<file path="config.mk">
export PLATFORM = sky130hd
export DESIGN_NAME = enigma_rotor_stage
export DESIGN_NICKNAME = d
export VERILOG_FILES = /design/src/rtl/enigma_rotor_stage.sv
export SDC_FILE = /design/constraint.sdc
export NUM_CORES = 1
export LEC_CHECK = 0
export BUFFER_PORTS_ARGS = -buffer_cell sky130_fd_sc_hd__clkbuf_2
export CORE_UTILIZATION = 45
export CTS_CLUSTER_DIAMETER = 30
export DETAILED_ROUTE_END_ITERATION = 7
export PLACE_DENSITY = 0.67
export REMOVE_ABC_BUFFERS = 1
export SLEW_MARGIN = 20
export SYNTH_ARGS = -nofsm -noshare
export SYNTH_HDL_FRONTEND = slang
export SYNTH_HIERARCHICAL = 1
export SYNTH_SLANG_ARGS = --single-unit
</file>
<file path="constraint.sdc">
create_clock -name clk -period 14 [get_ports clk]
set_clock_uncertainty 0.15 [all_clocks]
set_input_delay 1.4 -clock clk [delete_from_list [all_inputs] [get_ports clk]]
set_output_delay 1.4 -clock clk [all_outputs]
set_load 0.01 [all_outputs]
</file>
<file path="src/rtl/enigma_rotor_stage.sv">
// One Enigma rotor: registered position/ring, one-hot forward and backward
// substitution with one-cycle latency, and carry / double-step generation.
module enigma_rotor_stage #(
  parameter int ROTOR_SEL   = 0,
  parameter bit DOUBLE_STEP = 1'b0
) (
  input  logic        clk,
  input  logic        reset,
  input  logic        load,
  input  logic [4:0]  load_pos,
  input  logic [4:0]  load_ring,
  input  logic        step_in,
  input  logic        key_step,
  output logic        step_out,
  output logic [4:0]  pos,
  input  logic        fwd_valid,
  input  logic [25:0] fwd_in,
  output logic        fwd_out_valid,
  output logic [25:0] fwd_out,
  input  logic        bwd_valid,
  input  logic [25:0] bwd_in,
  output logic        bwd_out_valid,
  output logic [25:0] bwd_out
);

  // Wiring stored as ASCII: the letter for contact c sits at byte (25 - c).
  localparam logic [207:0] WIRING =
    (ROTOR_SEL == 1) ? "AJDKSIRUXBLHWTMCQGZNPYFVOE" :
    (ROTOR_SEL == 2) ? "BDFHJLCPRTXVZNOYEQIKGWAUMS" :
                       "EKMFLGDQVZNTOWYHXUSPAIBRCJ";
  localparam logic [4:0] NOTCH =
    (ROTOR_SEL == 1) ? 5'd4 : (ROTOR_SEL == 2) ? 5'd21 : 5'd16;

  logic [4:0]  ring;
  logic [4:0]  offset;
  logic        at_notch;
  logic        adv;
  logic [25:0] fwd_sub;
  logic [25:0] bwd_sub;

  function automatic logic [4:0] wire_at(input logic [4:0] c);
    logic [4:0] idx;
    logic [7:0] ch;
    idx = 5'd25 - c;
    ch  = WIRING[{idx, 3'b000} +: 8];
    return 5'(ch - 8'd65);
  endfunction

  function automatic logic [25:0] rotl26(input logic [25:0] v, input logic [4:0] s);
    return 26'(({v, v} << s) >> 6'd26);
  endfunction

  function automatic logic [25:0] rotr26(input logic [25:0] v, input logic [4:0] s);
    return 26'({v, v} >> s);
  endfunction

  function automatic logic [25:0] permute(input logic [25:0] v, input logic inverse);
    logic [25:0] r;
    logic [4:0]  c;
    logic [4:0]  w;
    r = 26'd0;
    for (int i = 0; i < 26; i++) begin
      c = 5'(i);
      w = wire_at(c);
      if (inverse) r[c] = v[w];
      else         r[w] = v[c];
    end
    return r;
  endfunction

  // Rotate into the wiring frame, substitute, rotate back; malformed input gives zero.
  function automatic logic [25:0] substitute(input logic [25:0] v, input logic [4:0] s,
                                             input logic inverse);
    if (!$onehot(v)) return 26'd0;
    return rotr26(permute(rotl26(v, s), inverse), s);
  endfunction

  assign offset   = (pos >= ring) ? 5'(pos - ring) : 5'(pos + 5'd26 - ring);
  assign at_notch = (pos == NOTCH);
  assign adv      = step_in | (DOUBLE_STEP & key_step & at_notch);
  assign fwd_sub  = substitute(fwd_in, offset, 1'b0);
  assign bwd_sub  = substitute(bwd_in, offset, 1'b1);

  // Rotor state, carry pulse and both registered substitution paths.
  always_ff @(posedge clk) begin
    if (reset) begin
      pos           <= 5'd0;
      ring          <= 5'd0;
      step_out      <= 1'b0;
      fwd_out_valid <= 1'b0;
      fwd_out       <= 26'd0;
      bwd_out_valid <= 1'b0;
      bwd_out       <= 26'd0;
    end else begin
      fwd_out_valid <= fwd_valid;
      bwd_out_valid <= bwd_valid;
      if (fwd_valid) fwd_out <= fwd_sub;
      if (bwd_valid) bwd_out <= bwd_sub;
      if (load) begin
        pos      <= load_pos;
        ring     <= load_ring;
        step_out <= 1'b0;
      end else if (adv) begin
        pos      <= (pos == 5'd25) ? 5'd0 : 5'(pos + 5'd1);
        step_out <= at_notch;
      end else begin
        step_out <= 1'b0;
      end
    end
  end

  enigma_rotor_stage_chk #(.ROTOR_SEL(ROTOR_SEL)) u_chk (.clk(clk));

endmodule

// Configuration checker: only rotors I..III exist.
module enigma_rotor_stage_chk #(
  parameter int ROTOR_SEL = 0
) (
  input logic clk
);
  localparam bit SEL_OK = (ROTOR_SEL >= 0) && (ROTOR_SEL <= 2);

  a_rotor_sel: assert property (@(posedge clk) SEL_OK);
endmodule

</file>
==> parameters.txt, run 1 <==
Parameter                              Value

Critical path
  Data arrival time at the worst-slack endpoint ... 7.83 ns
  Worst endpoint required time ... 14.16 ns
  Category of cells accounting for the largest share of critical-path delay ... adder cells
  Most frequent cell on the critical path ... sky130_fd_sc_hd__fa_1
  Start point of the critical path ... bwd_in[5]
  Worst reg2reg path startpoint ... pos[0]$_SDFFE_PP0P_
  Critical path class ... in -> reg
  Critical Path Sink Type ... register
  Cell with the largest stage delay on the worst path ... sky130_fd_sc_hd__a2111oi_0
  Nature of the critical path startpoint ... input port
  Number of buffer and inverter stages on the critical path ... 5
  Worst path max stage delay ... 0.90 ns
  Maximum fanout encountered on the critical timing path ... 14
  Critical-path cell list ... clkbuf_2 -> inv_1 -> fa_1 -> inv_1 -> fa_1 -> fa_1 -> fa_1 -> inv_1 -> fa_1 -> fa_1 -> inv_1 -> ha_1 -> fa_1 -> xor2_1 -> nor3_1 -> o211ai_1 -> or3_1 -> a2111oi_0 -> a211o_1

Clocking
  Longest Clk Path Bufs ... 2
  Setup Fix Bufs, Post-CTS ... 0
  Root buffer cell ... sky130_fd_sc_hd__clkbuf_16
  CTS H-Tree Depth ... 3
  Resize count post-CTS ... 0
  Clock sink count ... 65
  CTS buffer count ... 9
  Post-CTS clock slew at the launch and capture registers of the worst setup and hold paths ... 0.08 ns
  Latest clock arrival within the worst-skew pair ... 0.36 ns
  CTS tree ... done
  Number of hold buffers added after CTS ... 0

Global routing
  Busiest layer in global routing ... met2
  Met1 Usage GRT ... 0.594
  Maximum number of pins on one net before global-route repair ... 77
  Global-route wire length before repair ... 101,000 um
  GR Util met2 ... 0.625
  Number of antenna violations at the first check in global routing ... 0
  Via count of the first global-routing pass ... 15,400
  Met3 layer usage reported by global route ... 0.0914
  Total routing resource utilization after global routing ... 0.423
  Total overflow reported by the global router ... 0

STA
  Fin crit period ... 7.67 ns
  Worst slew margin relative to its limit ... 0.244
  Hold violation total from the final report ... 0
  Transition time at the pin with the least slew margin ... 1.13 ns
  Final number of max-transition violations ... 0
  Setup Viol. Count Final ... 0
  Setup TNS ... 0 ns
  Setup repair after global routing missed its margin ... no
  WHS ... 0.292 ns
  Part of the cycle the worst path needs ... 0.548
  Highest clock rate ... 130 MHz

Pwr
  Power per cell area ... 234 nW/um2
  Maximum resistive drop on vdd ... 0.131 mV
  Static power due to leakage ... 6.17 nW

Routing
  Pre-antenna DRT Iters ... 8
  Iteration-0 DRC count of the detailed router ... 2,395
  Antenna Nets Post-Route ... 0
  Post-DR wirelength/cell ... 29.5 um
  Via-per-instance ratio ... 7.36
  Via count of the routed design ... 17,000
  Number of design rule violations left after detail routing ... 0
  Sum of routed wire length over all layers ... 68,000 um

Yosys
  Number of different library cells in the post-synthesis netlist ... 104
  Synthesized area per cell ... 7.44 um2
  Warning count from the yosys run ... 6
  Post-synthesis instance area ... 14,100 um2
  Async set or reset register ratio after synthesis ... 0
  Post-synthesis register bit count ... 65
  Share of the yosys chip area belonging to registers ... 0.0926
  Prevailing post-synth register cell ... sky130_fd_sc_hd__dfxtp_1
  Count of flip-flops with a built-in enable after synthesis ... 0
  Synthesized netlist cell count ... 1,890

Place
  Final Wtd Congestion ... 1.00
  Half-perimeter wire length of the detailed placement result ... 50,900 um
  # port buffers ... 127
  Placed instance area ... 14,700 um2

Final layout
  Final-stage net count ... 2,041
  Area growth from synthesis to layout ... 7.32%
  Design Area, Final ... 15,100 um2
  Layout cells sized above 1 ... 0.155
  Number of inserted diodes ... 0

Floorplan
  Horiz. Die Dim ... 179 um
  Placeable core region ... 30,700 um2
  Full die area ... 31,900 um2
  Num rows ... 64
  Top-level port count ... 129
  Starting utilization of the core area ... 0.458
  Die boundary height ... 179 um

Run
  Number of maximum-capacitance violations ... 0

Min path
  Worst hold path startpoint ... fwd_out[20]$_SDFFE_PP0P_
  Worst min path class ... reg -> reg

Run status
  Outcome ... complete, no violations
==> path summary, 6_finish.rpt <==
kind | slack [ns] | cells after the start | endpoint
hold / removal | 0.29 | 2 | fwd_out[20]$_SDFFE_PP0P_
setup / recovery | 6.33 | 19 | bwd_out[13]$_SDFFE_PP0P_
setup reg to reg | 6.51 | 18 | bwd_out[13]$_SDFFE_PP0P_
hold reg to reg | 0.29 | 2 | fwd_out[20]$_SDFFE_PP0P_
==> sequential cells by signal (all words and copies together), names as in the netlist <==
signal and flops:
bwd_out_valid 1, fwd_out 26, step_out 1, pos 5
bwd_out 26, fwd_out_valid 1, ring 5
==> cells by family after synthesis <==
group / after synthesis / synth area share
multiplexers: 196 / 0.176
buffers and inverters: 253 / 0.0806
adder cells (fa/ha/maj): 70 / 0.0831
flip-flops: 65 / 0.0926
XOR/XNOR: 5 / 0.00312
AND/OR/NAND/NOR: 565 / 0.187
AO/OA/AOI/OAI: 736 / 0.378
==> area by class of cell <==
type                    count  area [um2]
fillers                  3174       15600
multi-input cells        1572       11700
well taps                 396         495
flip-flops and latches     65        1300
repair buffers            164         911
inverters                  90         339
clock buffers               9         225
clock inverters             7         125
==> cell usage in the layout (no fill, tap or decap), types with 46 or more instances in the layout <==
master and n:
sky130_fd_sc_hd__nor2_1 141, sky130_fd_sc_hd__mux2i_1 129, sky130_fd_sc_hd__dfxtp_1 65, sky130_fd_sc_hd__inv_1 88
sky130_fd_sc_hd__o21ai_0 113, sky130_fd_sc_hd__a211oi_1 51, sky130_fd_sc_hd__o211ai_1 46, sky130_fd_sc_hd__nand3_1 60
sky130_fd_sc_hd__a21oi_1 120, sky130_fd_sc_hd__nand2_1 182, sky130_fd_sc_hd__nor3_1 78, sky130_fd_sc_hd__clkbuf_2 128
==> report_power, final <==
part / internal [mW] / switching, mW / leakage [nW]
clock network: 0.176 / 0.110 / 0.171
logic: 0.974 / 2.03 / 5.48
registers: 0.221 / 0.0214 / 0.526
total: 1.37 / 2.16 / 6.17
==> layer usage <==
layer | up-vias | wire length (um)
li1 | 7385 | -
met1 | 8149 | 28400
met2 | 1242 | 28800
met3 | 185 | 8090
met4 | 0 | 2760
met5 | - | 0
==> worst register-to-register path, cell delays in order, from the launching register on <==
cell and delay [ns]:
sky130_fd_sc_hd__dfxtp_1 0.42, sky130_fd_sc_hd__inv_1 0.14, sky130_fd_sc_hd__ha_4 0.20, sky130_fd_sc_hd__fa_1 0.49, sky130_fd_sc_hd__buf_4 0.35, sky130_fd_sc_hd__clkinv_1 0.43, sky130_fd_sc_hd__a22oi_2 0.51, sky130_fd_sc_hd__o211ai_4 0.20
sky130_fd_sc_hd__buf_4 0.37, sky130_fd_sc_hd__buf_4 0.48, sky130_fd_sc_hd__o21ai_1 0.75, sky130_fd_sc_hd__a2bb2oi_1 0.39, sky130_fd_sc_hd__nand3_1 0.22, sky130_fd_sc_hd__nand3_1 0.29, sky130_fd_sc_hd__a21oi_1 0.12, sky130_fd_sc_hd__o22ai_1 0.64
sky130_fd_sc_hd__o21ai_0 0.19, sky130_fd_sc_hd__a2111oi_0 0.91, sky130_fd_sc_hd__a211o_1 0.18
==> cells in the mapped netlist, types with 39 or more instances <==
cell type | count | area (um2)
sky130_fd_sc_hd__a211oi_1 | 51 | 383
sky130_fd_sc_hd__a21oi_1 | 120 | 601
sky130_fd_sc_hd__buf_2 | 56 | 280
sky130_fd_sc_hd__clkbuf_1 | 58 | 218
sky130_fd_sc_hd__dfxtp_1 | 65 | 1300
sky130_fd_sc_hd__fa_1 | 39 | 781
sky130_fd_sc_hd__inv_1 | 88 | 330
sky130_fd_sc_hd__mux2i_1 | 129 | 1290
sky130_fd_sc_hd__nand2_1 | 184 | 691
sky130_fd_sc_hd__nand3_1 | 60 | 300
sky130_fd_sc_hd__nor2_1 | 143 | 537
sky130_fd_sc_hd__nor3_1 | 79 | 395
sky130_fd_sc_hd__o211ai_1 | 46 | 345
sky130_fd_sc_hd__o21ai_0 | 113 | 566
==> metrics by stage <==
step / worst slack [ns] / util / std cells / power (mW)
global placement: 6.10 / 0.480 / 2286 / 3.09
detailed placement: 6.08 / 0.480 / 2286 / 3.10
floorplan: 3.20 / - / 1727 / 2.19
finish: 6.33 / 0.492 / 2303 / 3.53
CTS: 6.43 / 0.491 / 2302 / 3.40
global route: 6.13 / 0.492 / 2303 / 3.71
Power figures use the tool's default switching activity.
==> inputs of run 2 (changes only) <==
--- a/config.mk
+++ b/config.mk
@@ -9,7 +9,7 @@
 export CORE_UTILIZATION = 45
 export CTS_CLUSTER_DIAMETER = 30
 export DETAILED_ROUTE_END_ITERATION = 7
-export PLACE_DENSITY = 0.67
+export PLACE_DENSITY = 0.7
 export REMOVE_ABC_BUFFERS = 1
 export SLEW_MARGIN = 20
 export SYNTH_ARGS = -nofsm -noshare
==> constraint.sdc (replaced) <==
create_clock -name clk -period 6.45 [get_ports clk]
set_clock_uncertainty 0.15 [all_clocks]
set_input_delay 0.645 -clock clk [delete_from_list [all_inputs] [get_ports clk]]
set_output_delay 0.645 -clock clk [all_outputs]
set_load 0.01 [all_outputs]
==> run 2 against run 1 <==
Net effect: the flow now finishes with violations (DRC); combinational power grew 130%; cell count grew 3.7%; critical endpoint is now bwd_out[20]$_SDFFE_PP0P_; critical path depth shrank 1; critical path type is now reg -> reg; sequential share of layout area shrank 0.39 points.
==> parameters.txt, run 2 (synthesis results as in run 1) <==
Parameter                              Value

Critical path
  Worst endpoint required time ... 6.52 ns
  Nature of the critical path startpoint ... register
  Critical path class ... reg -> reg
  Data arrival time at the worst-slack endpoint ... 6.32 ns
  Maximum fanout encountered on the critical timing path ... 7
  Critical Path Sink Type ... register

STA
  Highest clock rate ... 160 MHz
  Fin worst setup slack ... 0.196 ns
  Final number of max-transition violations ... 0
  Part of the cycle the worst path needs ... 0.970
  Hold violation total from the final report ... 0
  Fin crit period ... 6.25 ns
  Worst slew margin relative to its limit ... 0.277
  Transition time at the pin with the least slew margin ... 1.07 ns
  Setup Viol. Count Final ... 0
  Setup repair after global routing missed its margin ... no

Pwr
  Part of the total power dissipated in sequential elements ... 0.065
  Overall power after layout ... 8.03 mW
  Maximum resistive drop on vdd ... 0.284 mV
  Static power due to leakage ... 6.62 nW
  Clk pwr share ... 0.080
  Int Power ... 3.23 mW
  Power per cell area ... 508 nW/um2
  Switching part of the total ... 0.598
  Switching pwr ... 4.80 mW
  Logic gate share of total power ... 0.854

Clocking
  Clock sink count ... 65
  CTS tree ... done
  Number of hold buffers added after CTS ... 0
  Root buffer cell ... sky130_fd_sc_hd__clkbuf_16
  CTS H-Tree Depth ... 3
  CTS buffer count ... 9
  Post-CTS clock slew at the launch and capture registers of the worst setup and hold paths ... 0.08 ns
  Latest clock arrival within the worst-skew pair ... 0.36 ns
  Longest Clk Path Bufs ... 2

Global routing
  Total routing resource utilization after global routing ... 0.428
  Maximum number of pins on one net before global-route repair ... 137
  Total overflow reported by the global router ... 0
  Number of antenna violations at the first check in global routing ... 0
  Via count of the first global-routing pass ... 16,100
  Global-route wire length before repair ... 102,000 um

Run status
  Outcome ... finished, violations left
  Failing checks ... DRC

Floorplan
  Full die area ... 31,900 um2
  Horiz. Die Dim ... 179 um
  Starting utilization of the core area ... 0.458
  Placeable core region ... 30,700 um2
  Num rows ... 64
  Top-level port count ... 129
  Die boundary height ... 179 um

Routing
  Via-per-instance ratio ... 7.29
  Post-DR wirelength/cell ... 28.8 um
  Pre-antenna DRT Iters ... 8
  Antenna Nets Post-Route ... 0
  Sum of routed wire length over all layers ... 68,700 um
  Iteration-0 DRC count of the detailed router ... 2,611
  Number of design rule violations left after detail routing ... 5
  Via count of the routed design ... 17,400

Final layout
  Final Non-Filler Cells ... 2,388
  Final core utilization ... 0.515
  Number of inserted diodes ... 0
  Largest registers ranked by flip-flop count ... bwd_out (26), fwd_out (26)
  Final-stage net count ... 2,126
  Area growth from synthesis to layout ... 12.4%
  Layout cells sized above 1 ... 0.192
  Most common library cell in the layout ignoring fill and taps ... sky130_fd_sc_hd__nand2_1
  Most used cells in the layout excluding fill and tap cells ... 182 x sky130_fd_sc_hd__nand2_1, 141 x sky130_fd_sc_hd__nor2_1, 129 x sky130_fd_sc_hd__mux2i_1

Place
  Half-perimeter wire length of the detailed placement result ... 52,000 um
  Final Wtd Congestion ... 1.06
  Count of placed standard cells including taps ... 2,369
  # port buffers ... 127
  Setup WS pre-CTS ... -0.00898 ns

Min path
  Worst min path class ... reg -> reg

Run
  Number of maximum-capacitance violations ... 0
==> run 2: metal layers <==
layer	part of all wire	GRT usage	routed length (um)
met1	0.41	0.589	28000
met2	0.42	0.626	28600
met3	0.13	0.106	8620
met4	0.051	0.192	3500
met5	0	0	0
==> run 2: layout make-up <==
| class | instances | area [um2] |
|---|---|---|
| clock inverter | 7 | 125 |
| fill | 3136 | 14900 |
| clock buffer | 9 | 225 |
| sequential | 65 | 1300 |
| inverter | 90 | 339 |
| timing repair buffer | 249 | 1640 |
| tap | 396 | 495 |
| multi-input combinational | 1572 | 11700 |
==> run 2: repair_timing <==
action,CTS,global route
resized for setup,0,2
buffers inserted,0,3
setup endpoints to repair,0,4
==> run 2: final timing paths <==
path / from / endpoint / slack [ns] / depth (start not counted)
min: fwd_out[6]$_SDFFE_PP0P_ / fwd_out[6]$_SDFFE_PP0P_ / 0.29 / 2
min reg2reg: fwd_out[6]$_SDFFE_PP0P_ / fwd_out[6]$_SDFFE_PP0P_ / 0.29 / 2
max reg2reg: pos[1]$_SDFFE_PP0P_ / bwd_out[20]$_SDFFE_PP0P_ / 0.20 / 18
max: pos[1]$_SDFFE_PP0P_ / bwd_out[20]$_SDFFE_PP0P_ / 0.20 / 18
==> run 2: worst max-delay path: stages (launching register included) <==
cell and delay [ns]:
sky130_fd_sc_hd__dfxtp_1 0.43, sky130_fd_sc_hd__inv_1 0.15, sky130_fd_sc_hd__ha_1 0.41, sky130_fd_sc_hd__inv_1 0.08, sky130_fd_sc_hd__ha_1 0.24, sky130_fd_sc_hd__fa_1 0.44, sky130_fd_sc_hd__xnor2_1 0.16, sky130_fd_sc_hd__a211oi_2 0.63
sky130_fd_sc_hd__nor3_4 0.12, sky130_fd_sc_hd__buf_4 0.21, sky130_fd_sc_hd__a221oi_1 0.65, sky130_fd_sc_hd__nor3_1 0.12, sky130_fd_sc_hd__nor4_1 0.58, sky130_fd_sc_hd__nand2_1 0.25, sky130_fd_sc_hd__and2_1 0.32, sky130_fd_sc_hd__a2111o_1 0.55
sky130_fd_sc_hd__o21bai_1 0.26, sky130_fd_sc_hd__mux2i_1 0.21, sky130_fd_sc_hd__o221ai_1 0.14
==> run 2: power groups by stage <==
stage          registers, mW  logic (mW)  clock network (mW)
2_1_floorplan          0.562        4.19                   0
3_3_place_gp           0.532        6.44                   0
3_5_place_dp           0.533        6.49                   0
4_1_cts                0.526        6.52               0.642
5_1_grt                0.536        7.25               0.661
6_report               0.525        6.86               0.643
==> run 2: stage by stage <==
stage | setup TNS (ns) | area [um2] | hold slack [ns]
floorplan | -208.92 | 13300 | 0.310
global placement | 0 | 15400 | 0.281
detailed placement | -0.0160 | 15400 | 0.286
CTS | 0 | 15800 | 0.297
global route | 0 | 15800 | 0.320
finish | 0 | 15800 | 0.292
